## config.mk

```make
export PLATFORM = sky130hd
export DESIGN_NAME = hm_tx_arb
export DESIGN_NICKNAME = d
export VERILOG_FILES = /design/src/rtl/hm_tx_arb_pkg.sv /design/src/rtl/hm_tx_arb_wdog.sv /design/src/rtl/hm_tx_arb.sv
export SDC_FILE = /design/constraint.sdc
export NUM_CORES = 1
export LEC_CHECK = 0
export ABC_AREA = 1
export BUFFER_PORTS_ARGS = -buffer_cell sky130_fd_sc_hd__buf_2
export CORE_MARGIN = 2
export CORE_UTILIZATION = 45
export CTS_BUF_LIST = sky130_fd_sc_hd__clkbuf_4 sky130_fd_sc_hd__clkbuf_8 sky130_fd_sc_hd__clkbuf_16
export DETAILED_ROUTE_END_ITERATION = 8
export GPL_ROUTABILITY_DRIVEN = 0
export PLACE_DENSITY = 0.82
export SLEW_MARGIN = 20
export SYNTH_ARGS = -nofsm -noshare
export SYNTH_HDL_FRONTEND = slang
export SYNTH_SLANG_ARGS = --single-unit
```

## constraint.sdc

```tcl
create_clock -name trn_clk -period 2.5 [get_ports trn_clk]
set_input_delay 0.25 -clock trn_clk [delete_from_list [all_inputs] [get_ports trn_clk]]
set_output_delay 0.25 -clock trn_clk [all_outputs]
set_load 0.05 [all_outputs]
```

## src/rtl/hm_tx_arb_pkg.sv

```systemverilog
// Shared types and state encodings for the TRN transmit arbiter.
package hm_tx_arb_pkg;

  localparam int unsigned TD_W  = 64;
  localparam int unsigned CNT_W = 16;
  localparam int unsigned BUF_W = 6;

  localparam logic [1:0] HM_ARB_STATE_IDLE  = 2'd0;
  localparam logic [1:0] HM_ARB_STATE_GNT_A = 2'd1;
  localparam logic [1:0] HM_ARB_STATE_GNT_B = 2'd2;

  localparam logic PORT_A = 1'b0;
  localparam logic PORT_B = 1'b1;

  typedef struct packed {
    logic            cyc_n;
    logic [TD_W-1:0] td;
    logic            tsof_n;
    logic            teof_n;
    logic            trem_n;
    logic            tsrc_rdy_n;
  } trn_beat_t;

  localparam trn_beat_t TRN_BEAT_IDLE = '{
    cyc_n: 1'b1, td: '0, tsof_n: 1'b1, teof_n: 1'b1, trem_n: 1'b1, tsrc_rdy_n: 1'b1
  };

  // A beat moves only when the frame is open, the source is valid and the core is ready.
  function automatic logic beat_accepted(input trn_beat_t b, input logic dst_rdy_n);
    return ~b.cyc_n & ~b.tsrc_rdy_n & ~dst_rdy_n;
  endfunction

endpackage

```

## src/rtl/hm_tx_arb_wdog.sv

```systemverilog
// Stuck-grant watchdog: counts granted cycles without an accepted beat.
module hm_tx_arb_wdog
  import hm_tx_arb_pkg::*;
#(
  parameter logic [CNT_W-1:0] TIMEOUT = 16'd4096
) (
  input  logic trn_clk,
  input  logic sys_rst,
  input  logic active,
  input  logic kick,
  output logic fire_c
);

  logic [CNT_W-1:0] cnt;

  assign fire_c = active & ~kick & (cnt == TIMEOUT - CNT_W'(1));

  always_ff @(posedge trn_clk or posedge sys_rst) begin
    if (sys_rst) begin
      cnt <= '0;
    end else if (!active || kick || fire_c) begin
      cnt <= '0;
    end else begin
      cnt <= cnt + CNT_W'(1);
    end
  end

endmodule

```

## src/rtl/hm_tx_arb.sv

```systemverilog
// Two-port TRN transmit arbiter: whole-packet grants, round-robin on ties,
// buffer-gated, with packet/drop statistics and a stuck-grant watchdog.
module hm_tx_arb
  import hm_tx_arb_pkg::*;
#(
  parameter logic [BUF_W-1:0] MIN_BUF_AV = 6'd2,
  parameter logic [CNT_W-1:0] TIMEOUT    = 16'd4096
) (
  input  logic             trn_clk,
  input  logic             sys_rst,
  input  logic             a_cyc_n,
  input  logic [TD_W-1:0]  a_td,
  input  logic             a_tsof_n,
  input  logic             a_teof_n,
  input  logic             a_trem_n,
  input  logic             a_tsrc_rdy_n,
  output logic             a_tdst_rdy_n,
  input  logic             b_cyc_n,
  input  logic [TD_W-1:0]  b_td,
  input  logic             b_tsof_n,
  input  logic             b_teof_n,
  input  logic             b_trem_n,
  input  logic             b_tsrc_rdy_n,
  output logic             b_tdst_rdy_n,
  output logic             trn_cyc_n,
  output logic [TD_W-1:0]  trn_td,
  output logic             trn_tsof_n,
  output logic             trn_teof_n,
  output logic             trn_trem_n,
  output logic             trn_tsrc_rdy_n,
  input  logic             trn_tdst_rdy_n,
  input  logic [BUF_W-1:0] trn_tbuf_av,
  input  logic             trn_terr_drop_n,
  output logic [CNT_W-1:0] stat_pkt_a,
  output logic [CNT_W-1:0] stat_pkt_b,
  output logic [CNT_W-1:0] stat_drop,
  output logic             err_abort,
  output logic             err_timeout
);

  trn_beat_t  beat_a, beat_b, tx;
  logic [1:0] state, state_nxt;
  logic       last_grant, last_grant_nxt;
  logic       eof_seen, eof_seen_nxt;
  logic       blk_a, blk_a_nxt, blk_b, blk_b_nxt;
  logic       inc_a, inc_b, abort_c, timeout_c;
  logic       req_a, req_b, buf_ok, granted, accept, wdog_fire;

  assign beat_a = '{cyc_n: a_cyc_n, td: a_td, tsof_n: a_tsof_n, teof_n: a_teof_n,
                    trem_n: a_trem_n, tsrc_rdy_n: a_tsrc_rdy_n};
  assign beat_b = '{cyc_n: b_cyc_n, td: b_td, tsof_n: b_tsof_n, teof_n: b_teof_n,
                    trem_n: b_trem_n, tsrc_rdy_n: b_tsrc_rdy_n};

  // TX mux: the granted port drives the core, otherwise the bus idles.
  always_comb begin
    tx = TRN_BEAT_IDLE;
    case (state)
      HM_ARB_STATE_GNT_A: tx = beat_a;
      HM_ARB_STATE_GNT_B: tx = beat_b;
      default:            tx = TRN_BEAT_IDLE;
    endcase
  end

  assign trn_cyc_n      = tx.cyc_n;
  assign trn_td         = tx.td;
  assign trn_tsof_n     = tx.tsof_n;
  assign trn_teof_n     = tx.teof_n;
  assign trn_trem_n     = tx.trem_n;
  assign trn_tsrc_rdy_n = tx.tsrc_rdy_n;
  assign a_tdst_rdy_n   = (state == HM_ARB_STATE_GNT_A) ? trn_tdst_rdy_n : 1'b1;
  assign b_tdst_rdy_n   = (state == HM_ARB_STATE_GNT_B) ? trn_tdst_rdy_n : 1'b1;

  // A port that timed out stays blocked until it lets go of cyc_n.
  assign req_a   = ~a_cyc_n & ~blk_a;
  assign req_b   = ~b_cyc_n & ~blk_b;
  assign buf_ok  = (trn_tbuf_av >= MIN_BUF_AV);
  assign granted = (state != HM_ARB_STATE_IDLE);
  assign accept  = beat_accepted(tx, trn_tdst_rdy_n);

  hm_tx_arb_wdog #(.TIMEOUT(TIMEOUT)) u_wdog (
    .trn_clk (trn_clk),
    .sys_rst (sys_rst),
    .active  (granted),
    .kick    (accept),
    .fire_c  (wdog_fire)
  );

  always_ff @(posedge trn_clk or posedge sys_rst) begin
    if (sys_rst) begin
      state      <= HM_ARB_STATE_IDLE;
      last_grant <= PORT_B;
      eof_seen   <= 1'b0;
      blk_a      <= 1'b0;
      blk_b      <= 1'b0;
    end else begin
      state      <= state_nxt;
      last_grant <= last_grant_nxt;
      eof_seen   <= eof_seen_nxt;
      blk_a      <= blk_a_nxt;
      blk_b      <= blk_b_nxt;
    end
  end

  always_comb begin
    state_nxt      = state;
    last_grant_nxt = last_grant;
    eof_seen_nxt   = eof_seen;
    blk_a_nxt      = blk_a & ~a_cyc_n;
    blk_b_nxt      = blk_b & ~b_cyc_n;
    inc_a          = 1'b0;
    inc_b          = 1'b0;
    abort_c        = 1'b0;
    timeout_c      = 1'b0;
    case (state)
      HM_ARB_STATE_IDLE: begin
        eof_seen_nxt = 1'b0;
        if (buf_ok) begin
          if (req_a && (!req_b || last_grant == PORT_B)) begin
            state_nxt      = HM_ARB_STATE_GNT_A;
            last_grant_nxt = PORT_A;
          end else if (req_b) begin
            state_nxt      = HM_ARB_STATE_GNT_B;
            last_grant_nxt = PORT_B;
          end
        end
      end
      HM_ARB_STATE_GNT_A, HM_ARB_STATE_GNT_B: begin
        if (tx.cyc_n) begin
          state_nxt    = HM_ARB_STATE_IDLE;
          eof_seen_nxt = 1'b0;
          if (eof_seen) begin
            inc_a = (state == HM_ARB_STATE_GNT_A);
            inc_b = (state == HM_ARB_STATE_GNT_B);
          end else begin
            abort_c = 1'b1;
          end
        end else if (wdog_fire) begin
          state_nxt    = HM_ARB_STATE_IDLE;
          eof_seen_nxt = 1'b0;
          timeout_c    = 1'b1;
          if (state == HM_ARB_STATE_GNT_A) begin
            blk_a_nxt = 1'b1;
          end else begin
            blk_b_nxt = 1'b1;
          end
        end else if (accept && !tx.teof_n) begin
          eof_seen_nxt = 1'b1;
        end
      end
      default: state_nxt = HM_ARB_STATE_IDLE;
    endcase
  end

  // Statistics and error pulses.
  always_ff @(posedge trn_clk or posedge sys_rst) begin
    if (sys_rst) begin
      stat_pkt_a  <= '0;
      stat_pkt_b  <= '0;
      stat_drop   <= '0;
      err_abort   <= 1'b0;
      err_timeout <= 1'b0;
    end else begin
      if (inc_a) stat_pkt_a <= stat_pkt_a + CNT_W'(1);
      if (inc_b) stat_pkt_b <= stat_pkt_b + CNT_W'(1);
      if (!trn_terr_drop_n) stat_drop <= stat_drop + CNT_W'(1);
      err_abort   <= abort_c;
      err_timeout <= timeout_c;
    end
  end

endmodule

```

==> results of run 1 <==
-- synthesized netlist by cell type (all sizes together) --
cell type,n
o21ai,10
nand2,226
dfstp,1
clkbuf,13
xnor2,18
nand3,31
ha,8
nor2,58
a31oi,1
dfrtp,71
inv,56
o31ai,1
nor3,18
xor2,35
nor3b,3
nand3b,2
nand4,8
a21oi,65
a221o,2
o22ai,1
clkinv,2
buf,11
-- routing by layer --
layer,share of wire,up-vias,routed length (µm),track usage
met1,0.39,2387,6080,0.336
met3,0.070,25,1090,0.0439
li1,-,2563,-,-
met2,0.51,226,7900,0.483
met5,0,-,0,0
met4,0.033,0,515,0.107
-- stage by stage --
stage | hold slack (ns) | cell area (µm²) | total power [mW] | util
after floorplan | 0.332 | 4640 | 4.13 | -
after global placement | 0.304 | 6180 | 5.18 | 0.607
after detailed placement | 0.303 | 6180 | 5.20 | 0.607
after CTS | 0.121 | 6390 | 6.18 | 0.628
after global routing | 0.131 | 6390 | 6.46 | 0.628
final | 0.136 | 6390 | 6.15 | 0.628
-- worst register-to-register path, cell delays in order, from the launching register on --
cell and delay, ns:
dfrtp_1 0.42, inv_1 0.10, ha_2 0.45, nand2_1 0.20, nand3_4 0.16, nand3_4 0.17
nor2_4 0.19, nand2_1 0.08, xor2_1 0.19, inv_1 0.07
-- path summary, 6_finish.rpt --
kind,from,to,slack (ns),cells after the start
worst max-delay path,state[1],trn_td[60],0.08,6
worst min-delay path,b_cyc_n,blk_b,0.14,2
min in group asynchronous,sys_rst,stat_drop[3],0.46,3
worst min register to register,u_wdog.cnt[0],u_wdog.cnt[0],0.46,1
worst max register to register,state[0],stat_pkt_b[13],0.36,9
max in group asynchronous,sys_rst,last_grant,1.27,4
-- state kept, by name, summed over array words and instances (netlist names) --
name,cells
stat_pkt_a,16
last_grant,1
err_abort,1
stat_pkt_b,16
blk_b,1
blk_a,1
err_timeout,1
u_wdog.cnt,16
stat_drop,16
state,2
eof_seen,1
-- kinds of logic after synthesis --
group / count (synthesis) / synth area share
fa+ha+maj: 8 / 0.0216
compound gates: 80 / 0.0917
buf+inv: 82 / 0.0707
simple gates: 346 / 0.327
flops: 72 / 0.389
xor+xnor: 53 / 0.100
-- power by group through the flow --
stage | registers (mW) | logic, mW | clock network, mW
floorplan | 1.71 | 2.42 | 0
global placement | 1.44 | 3.75 | 0
detailed placement | 1.44 | 3.76 | 0
CTS | 1.42 | 3.78 | 0.974
global route | 1.44 | 4.00 | 1.03
finish | 1.42 | 3.77 | 0.958
-- area by class of cell --
class / count / area [µm²]
flip-flops and latches: 72 / 1800
clock buffers: 11 / 151
repair buffers: 281 / 1480
well taps: 136 / 170
multi-input cells: 487 / 2510
inverters: 58 / 219
fillers: 925 / 3790
clock inverters: 4 / 52.6
diodes: 1 / 2.50
==> results, run 1 <==
- The share of total power dissipated in the clock network is 0.156.
- The number of nets produced by synthesis is ~800.
- After clock tree synthesis, the repair step resized 0 gates.
- The detail route stage leaves a number of antenna-violating nets equal to 0.
- The top cell types in the final layout, fill and taps aside, are buf_2, nand2_1, dfrtp_1, a21oi_1, nor2_1.
- Setup repair after global routing left no endpoint under its margin.
- After synthesis the netlist holds a flip-flop and latch count of 72.
- The largest voltage drop on the vdd net is around 0.00075 V.
- Summed over all failing endpoints, the final setup total negative slack is 0 ns.
- CTS built an H-tree with a depth of 3.
- The number of global-route vias before repair came to 4670.
- Cell internal power was estimated by the tool at 2.72 mW.
- The quantity of hold-fixing buffers added after cts is 1.
- The worst-case setup margin in the final layout is 0.0801 ns.
- The clock drives 72 sinks.
- The first global-routing pass estimated around 24 mm of wire.
- The post-synthesis to final-layout area growth is 37.9%.
- The number of instances in the synthesized netlist is approximately 640.
- The number of violations reported at the end of detailed-routing iteration 0 is 348.
- The most frequent standard cell in the layout excluding fill and tap cells is buf_2.
- From bottom edge to top edge, the die measures 106 µm.
- Counting I/O delays and the setup requirement, the final critical path takes 2.42 ns.
- The root buffer cell chosen for the clock tree is clkbuf_8.
- The delay of the slowest cell on the worst path is 0.42 ns.
- Yosys printed 0 warnings.
- After detailed placement, the design holds a cell count of 1033.
- The die covers 11100 µm².
- The initial antenna violation count is 1.
- The switching power is 3.42 mW.
- The count of non-filler cells in the finished layout is ~1100.
- STA classifies the critical path endpoint as an output port.
- The number of distinct standard cells referenced by the synthesized netlist is 35.
- The area of the mapped netlist is 4640 µm².
- The mean post-synth cell area is 7.24 µm².
- The clock latency reported for the late side of the worst-skew pair is 0.36 ns.
- The most area-hungry cell type in the Yosys netlist is dfrtp_1.
- The slowest stage cell on the critical path is dfrtp_1.
- Clock-pin slew was measured on the worst setup and hold paths at 0.07 ns.
- The number of vias after detailed routing is 5201.
- The worst-case headroom to the max-slew limit is 0.570.
- The final-report hold violation count is 0.
- The kind of path behind the tightest hold check is in -> reg.
- The number of CTS-inserted buffers is 9.
- The slew at the pin closest to its max-slew limit is around 0.64 ns.
- The clock arrives with 0.0121 ns of skew.
- For this design the ratio of total power to cell area is 961 nW/µm².
- The aggregate global-route resource usage is 0.275.
- Grouping stages by cell kind, the critical path spends the most delay in buffers and inverters.
- The sum of overflow across all layers after global routing is 0.
- The number of nets in the layout is 1065.
- The share of post-route cells with drive strength above 1 is 0.349.
- The final layout contains routed wiring with a total length of 15.6 mm.
- The switching part of the total power is 0.557.
- Across the run, the number of max-cap violations was 0.
- Dividing the detail-routed via count by the number of cells gives 4.95.
- Buffers added to address setup during post-CTS repair amount to 0.
- The clock tree from TritonCTS is yes.
- STA classifies the critical path startpoint as a flop.
- Of the post-synthesis cell area, the dominant cell type holds 0.383.
- The detailed-route wire length per cell is approximately 15 µm.
- The port buffer count is 267.
- The part of the Yosys area used for sequential elements is 0.389.
- Of the available clock period, the critical path in the final layout requires 0.968.
- The die span in x is 106 µm.
- In the post-synthesis netlist, the biggest area contributors are dfrtp_1, nand2_1, a21oi_1, xor2_1, inv_1.
- Summed over all nets, the half-perimeter wirelength after detailed placement is ~12 mm.
- The sequential share of power is 0.231.
- After detailed routing, the number of remaining DRC violations is 0.
- Entering global routing, the biggest net connects 74 pins.
- The worst path required time is around 2.3 ns.
- At the placement stage, the worst setup path has a slack of 0.359 ns.
- Summed over all cells, the static leakage comes to 3.43 nW.
- The floorplan has 37 rows.
- The starting density of the core is 0.455.
- Of the total power, combinational logic draws 0.613.
- Setup violations remaining at the end of the flow were counted as 0.
- The core region is 10200 µm².
- The category of the critical setup timing path is reg -> out.
- The top achievable clock speed is 0.413 GHz.
- For this design the top-level I/O count stands at 269.
- The run finished with clean final reports.
- The signal on the critical path passes through inv_1, ha_2, buf_12, nand2_1, a21oi_1, buf_2.
- The number of pins exceeding their max-slew limit in the final report is 0.
- The sum of buffers and inverters on the critical path is 3.
- The number of buffers on the longest clock path is 2.
- The first detailed-routing pass took 5 iterations.
- Of all nets on the critical path, the largest fanout is 73.
- The arrival time of data at the critical path endpoint is 2.17 ns.
(Power assumes the default switching activity.)
==> run 2: changes to the inputs <==
--- a/config.mk
+++ b/config.mk
@@ -13,6 +13,7 @@
 export DETAILED_ROUTE_END_ITERATION = 8
 export GPL_ROUTABILITY_DRIVEN = 0
 export PLACE_DENSITY = 0.82
+export RECOVER_POWER = 100
 export SLEW_MARGIN = 20
 export SYNTH_ARGS = -nofsm -noshare
 export SYNTH_HDL_FRONTEND = slang
==> run 2 against run 1 <==
Net effect: non-clock buffer count did not move; critical path type unchanged; first-iteration DRC count rose by 11%; largest power group unchanged; die area did not move; combinational power fell by 2%; sequential share of layout area rose by 0.63 points; sequential cell count did not move.
==> results, run 2 (synthesized netlist as in run 1, its figures left out) <==
- The flow ran to the end, and the final reports show no timing, DRC or antenna violations.
- The worst-case headroom to the max-slew limit is 0.415.
- The storage element area is 1800 µm².
- Leaving out fill and tap cells, the most frequent cell in the layout is nand2_1.
- Counting every sink on the clock net gives 72.
- The worst slack after detailed placement is 0.359 ns.
- The buffer type at the clock tree root is clkbuf_8.
- Buffers inserted during clock tree synthesis total 9.
- The die span in x is 106 µm.
- The worst path required time is 2.25 ns.
- The detail route stage leaves a number of antenna-violating nets equal to 0.
- The sum of overflow across all layers after global routing is 0.
- The global-route wire length before repair is 23.7 mm.
- The category of the critical setup timing path is reg -> out.
- The final-report hold violation count was 0.
- The kind of path behind the tightest hold check is in -> reg.
- On the final layout, the worst hold slack is 0.120 ns.
- The signal on the critical path passes through inv_1, ha_1, buf_12, nand2_1, a21oi_1, clkbuf_2.
- The worst setup path is launched from a flop.
- After floorplanning, the core was divided into 37 placement rows.
- Among all stages on the critical path, the largest delay is contributed by dfrtp_1.
- The clock tree from TritonCTS is yes.
- The analysis attributes to cell leakage a power of 3.21 nW.
- Counting I/O delays and the setup requirement, the final critical path takes 2.45 ns.
- The number of setup buffers added after CTS is 0.
- Between clock sinks in the finished design, the worst skew comes to between 0.01 and 0.015 ns.
- The aggregate global-route resource usage is 0.275.
- The clock latency reported for the late side of the worst-skew pair is 0.36 ns.
- The layout has 963 filler cells.
- The final number of setup-violating endpoints is 0.
- The routed wire length is ~16 mm.
- Summing all multi-input logic gate instances after layout gives 2440 µm².
- Dividing the detail-routed via count by the number of cells gives 4.92.
- In the final routed layout, each cell accounts on average for about 15 µm.
- The maximum number of pins on one net before global-route repair is between 70 and 80.
- For this run, the detailed router's first-pass iteration total came to 4.
- The die area is between 10000 and 15000 µm².
- The I/O pin count is 269.
- The sum of buffers and inverters on the critical path is 3.
- The initial antenna violation count is 1.
- The top achievable clock speed is slightly above 0.4 GHz.
- The placeable core region is 10200 µm².
- The arrival time of data at the critical path endpoint is 2.20 ns.
- The starting density of the core is 0.455.
- The worst-path maximum fanout is 73.
- The final HPWL from detailed placement is 12.4 mm.
- Power spread over the standard cell area amounts to 972 nW/µm².
- The H-tree level count is 3.
- After clock tree synthesis, the clock-pin slew on the worst setup and hold paths is 0.08 ns.
- The total negative slack for setup checks is 0 ns.
- Setup repair after global routing left no endpoint under its margin.
- The slew at the pin closest to its max-slew limit is between 0.8 and 0.9 ns.
- The worst-case setup margin in the final layout is 0.0548 ns.
- In the routed design, unresolved DRC markers number 0.
- The final cycle utilization of the critical path is 0.978.
- The port buffer count is between 200 and 300.
- Compared with the post-synthesis result, the final layout area differs by 34.9%.
- Of the cells placed in the final design, the portion with a size suffix greater than 1 is 0.279.
- No sink is reached through more buffers than the 2 on the longest clock path.
- The number of global-route vias before repair is 4670.
- The first routing iteration left 386 violations.
- The number of nets in the layout is 1065.
- The number of violations of the max-capacitance limit is 0.
- The share of the core filled with cells is 0.614.
- The endpoint kind of the worst setup timing path is an output port.
- The kind of cell adding the most delay to the critical path is buffers and inverters.
- The number of vias after detailed routing is 5165.
- The die is roughly 110 µm tall.
- The largest voltage drop on the vdd net is 0.000747 V.
- Leaving out fill and tap cells, the most frequent cells in the layout are nand2_1, buf_2, dfrtp_1, a21oi_1, clkbuf_2.
- In this design, the stage delay of the slowest critical-path cell is 0.42 ns.
- The number of pins exceeding their max-slew limit in the final report is 0.
run 2: cell count changes in the layout (fill, tap and decap cells not counted), sizes merged:
cell	before	now
buf	280	165
clkbuf	11	126
run 2: per-stage QoR:
step	cells	cell area (µm²)	total power [mW]
after detailed placement	1033	6180	5.20
final	1050	6250	6.08
after CTS	1049	6390	6.18
after floorplan	641	4640	4.13
after global routing	1050	6250	6.40
after global placement	1033	6180	5.18
run 2: worst register-to-register path, delay by kind of cell (launching register included):
kind | cells | cell delay (ns)
buffers and inverters | 3 | 0.44
adder cells (fa/ha/maj) | 1 | 0.19
XOR/XNOR | 1 | 0.20
flip-flops | 1 | 0.42
AND/OR/NAND/NOR | 5 | 0.90
run 2: layout make-up:
cell class              instances  share of cell area
diodes                          1            0.000400
clock buffers                  11              0.0242
clock inverters                 4             0.00840
inverters                      58              0.0350
multi-input cells             487               0.391
flip-flops and latches         72               0.288
well taps                     136              0.0272
repair buffers                281               0.226
run 2: final timing paths:
path / slack [ns] / endpoint / start / cells after the start
setup / recovery: 0.05 / trn_td[60] / state[1] / 6
hold / removal: 0.12 / stat_drop[0] / trn_terr_drop_n / 2
setup reg to reg: 0.24 / stat_pkt_b[13] / state[1] / 10
hold reg to reg: 0.46 / u_wdog.cnt[0] / u_wdog.cnt[0] / 1
max in group asynchronous: 0.75 / blk_a / sys_rst / 4
min in group asynchronous: 0.61 / stat_drop[3] / sys_rst / 3
run 2: timing repair:
action                    in CTS  in global routing
hold endpoints to repair      23                  0
gates resized for setup        0                  0
hold buffers                   1                  0
run 2: power breakdown:
| part | switching [mW] | total (mW) | internal (mW) |
|---|---|---|---|
| registers | 0.132 | 1.42 | 1.29 |
| clock network | 0.451 | 0.964 | 0.514 |
| logic | 2.83 | 3.70 | 0.864 |
| total | 3.42 | 6.08 | 2.67 |
run 2: metal layers:
layer  part of all wire  global-route usage
met3              0.071              0.0439
met4              0.030               0.107
met2               0.51               0.483
met5                  0                   0
met1               0.39               0.336
==> run 3: changes to the inputs <==
--- a/config.mk
+++ b/config.mk
@@ -7,12 +7,14 @@
 export LEC_CHECK = 0
 export ABC_AREA = 1
 export BUFFER_PORTS_ARGS = -buffer_cell sky130_fd_sc_hd__buf_2
+export CELL_PAD_IN_SITES_DETAIL_PLACEMENT = 0
+export CELL_PAD_IN_SITES_GLOBAL_PLACEMENT = 1
 export CORE_MARGIN = 2
-export CORE_UTILIZATION = 45
+export CORE_UTILIZATION = 30
 export CTS_BUF_LIST = sky130_fd_sc_hd__clkbuf_4 sky130_fd_sc_hd__clkbuf_8 sky130_fd_sc_hd__clkbuf_16
 export DETAILED_ROUTE_END_ITERATION = 8
 export GPL_ROUTABILITY_DRIVEN = 0
-export PLACE_DENSITY = 0.82
+export PLACE_DENSITY_LB_ADDON = 0.1
 export RECOVER_POWER = 100
 export SLEW_MARGIN = 20
 export SYNTH_ARGS = -nofsm -noshare
==> run 3 against run 2 <==
Net effect: non-clock buffer count decreased by 6; sequential power about the same; final area up 1.9%; cell count increased by 4.4%; power up 1.5%; highest routed layer unchanged.
==> results, run 3 (synthesized netlist as in run 1, its figures left out) <==
- Of the available clock period, the critical path in the final layout requires 0.946.
- The worst path required time is 2.25 ns.
- The initial antenna violation count is 0.
- The placeable core region is between 15000 and 20000 µm².
- The clock passes through at most 2 buffers.
- The final number of setup-violating endpoints is 0.
- The power density relative to cell area is between 900 and 1000 nW/µm².
- For the pin with the worst max-slew slack, the measured transition is approximately 0.85 ns.
- In this run the post-CTS setup repair buffer count came out at 0.
- Compared with the post-synthesis result, the final layout area differs by 37.4%.
- The final-report hold violation count is 0.
- The die area is roughly 16000 µm².
- The initial utilization of the core area, before any placement, comes to 0.306.
- The number of pins exceeding their max-slew limit in the final report came to 0.
- In the final routed layout, each cell accounts on average for 14.0 µm.
- The worst slack after detailed placement is 0.295 ns.
- Hold timing on the final database bottoms out at a slack of roughly 0.16 ns.
- In the routed design, unresolved DRC markers number 0.
- The total number of clock tree sinks is 72.
- Summed over all layers, the global routing overflow is 0.
- The number of CTS-inserted buffers is 9.
- The post-route minimum period is 2.37 ns.
- The routed wire length is 15.4 mm.
- During placement, the flow inserted port buffers numbering about 270.
- In the final design database the tool counted ~1100 nets.
- The min-delay analysis places its worst path in the category in -> reg.
- Total power for the finished layout comes to around 6 mW.
- Of all nets on the critical path, the largest fanout is 69.
- The total negative slack for setup checks is 0 ns.
- The H-tree generated during clock tree synthesis spans 3 levels.
- The number of global-route vias before repair is 4646.
- The flow ran to the end, and the final reports show no timing, DRC or antenna violations.
- For this design the static power due to leakage is 3.19 nW.
- CTS placed an instance of clkbuf_16 at the clock tree root.
- After detailed routing, the number of vias per cell comes to 4.57.
- Setup repair after global routing left no endpoint under its margin.
- The number of violations reported at the end of detailed-routing iteration 0 is 257.
- The iteration count of the initial detailed-routing pass is 4.
- Across the VDD grid, the largest voltage drop is 0.000567 V.
- After floorplanning, the core was divided into 45 placement rows.
- The final HPWL from detailed placement is 12.4 mm.
- From left edge to right edge, the die measures 128 µm.
- The critical path is of the reg -> out type.
- The remaining antenna violation count after routing is 0.
- Clock latency on the worst-skew pair, taken at its later pin, is 0.33 ns.
- The maximum number of pins on one net before global-route repair is 70.
- In the global route stage, overall resource usage came out at 0.177.
- The share of post-route cells with drive strength above 1 is 0.280.
- Leaving out fill and tap cells, the most frequent cells in the layout are nand2_1, buf_2, dfrtp_1, clkbuf_2, a21oi_1.
- Across the run, the number of max-cap violations was 0.
- Across the routed clock network, the largest skew measured is 0.00759 ns.
- The count of non-filler cells in the finished layout is 1096.
- For the worst setup path, the data arrival time is 2.12 ns.
- STA classifies the critical path endpoint as an output port.
- The worst setup path is launched from a flop.
- The top achievable clock speed is 0.423 GHz.
- Measured along the y axis, the die boundary spans 128 µm.
- The library cell used most frequently in the layout, excluding fill and tap cells, is nand2_1.
- The number of vias after detailed routing is about 5000.
- Including well taps, the total number of placed cells is 1079.
- The I/O pin count is 269.
- The worst-case headroom to the max-slew limit is 0.433.
- The worst path meets setup with between 0.1 and 0.15 ns of slack.
- TritonCTS built the clock tree.
- After clock tree synthesis, the clock-pin slew on the worst setup and hold paths is 0.06 ns.
- The repair_antennas step left the layout with diodes totalling 0.
- The global-route wire length before repair is around 23 mm.
-- run 3: final timing paths --
| kind | from | to | slack [ns] | cells after the start |
|---|---|---|---|---|
| min reg2reg | u_wdog.cnt[0] | u_wdog.cnt[0] | 0.46 | 1 |
| min | trn_terr_drop_n | stat_drop[0] | 0.16 | 2 |
| max reg2reg | state[1] | stat_pkt_a[13] | 0.21 | 9 |
| max in group asynchronous | sys_rst | stat_pkt_a[15] | 0.67 | 4 |
| min in group asynchronous | sys_rst | err_timeout | 0.56 | 3 |
| max | state[0] | trn_td[26] | 0.13 | 6 |
-- run 3: report_power, final --
group          internal, mW  total, mW  switching (mW)  leakage (nW)
Sequential             1.29       1.42           0.130         0.929
Combinational         0.786       3.54            2.75          2.13
Clock                 0.730       1.22           0.488         0.134
Total                  2.81       6.18            3.37          3.19
-- run 3: per-layer routing --
layer	vias to the layer above	track usage	routed length, µm
met5	-	0	0
met4	0	0.0601	257
met3	14	0.0432	987
met2	167	0.296	7550
met1	2277	0.225	6600
li1	2553	-	-
-- run 3: critical path, stage by stage (launching register included) --
cell and delay [ns]:
dfrtp_1 0.41, inv_1 0.10, ha_2 0.23, buf_12 0.27
nand2_1 0.11, a21oi_1 0.29, clkbuf_2 0.34
-- run 3: metrics by stage --
| stage | instance area, µm² | utilization |
|---|---|---|
| 6_report | 6370 | 0.421 |
| 5_1_grt | 6370 | 0.421 |
| 4_1_cts | 6510 | 0.430 |
| 3_5_place_dp | 6210 | 0.410 |
| 3_3_place_gp | 6210 | 0.410 |
| 2_1_floorplan | 4640 | - |
-- run 3: what timing repair did --
item,4_1_cts,5_1_grt
setup endpoints to repair,43,31
hold buffers,1,0
endpoints found under the hold margin,16,0
gates resized for setup,1,1
-- run 3: area by class of cell --
cell class                      count  area (µm²)
Fill cell                        1626        8770
Multi-Input combinational cell    487        2450
Sequential cell                    72        1800
Timing Repair Buffer              275        1370
Clock buffer                       11         253
Tap cell                          188         235
Inverter                           58         221
Clock inverter                      5        40.0
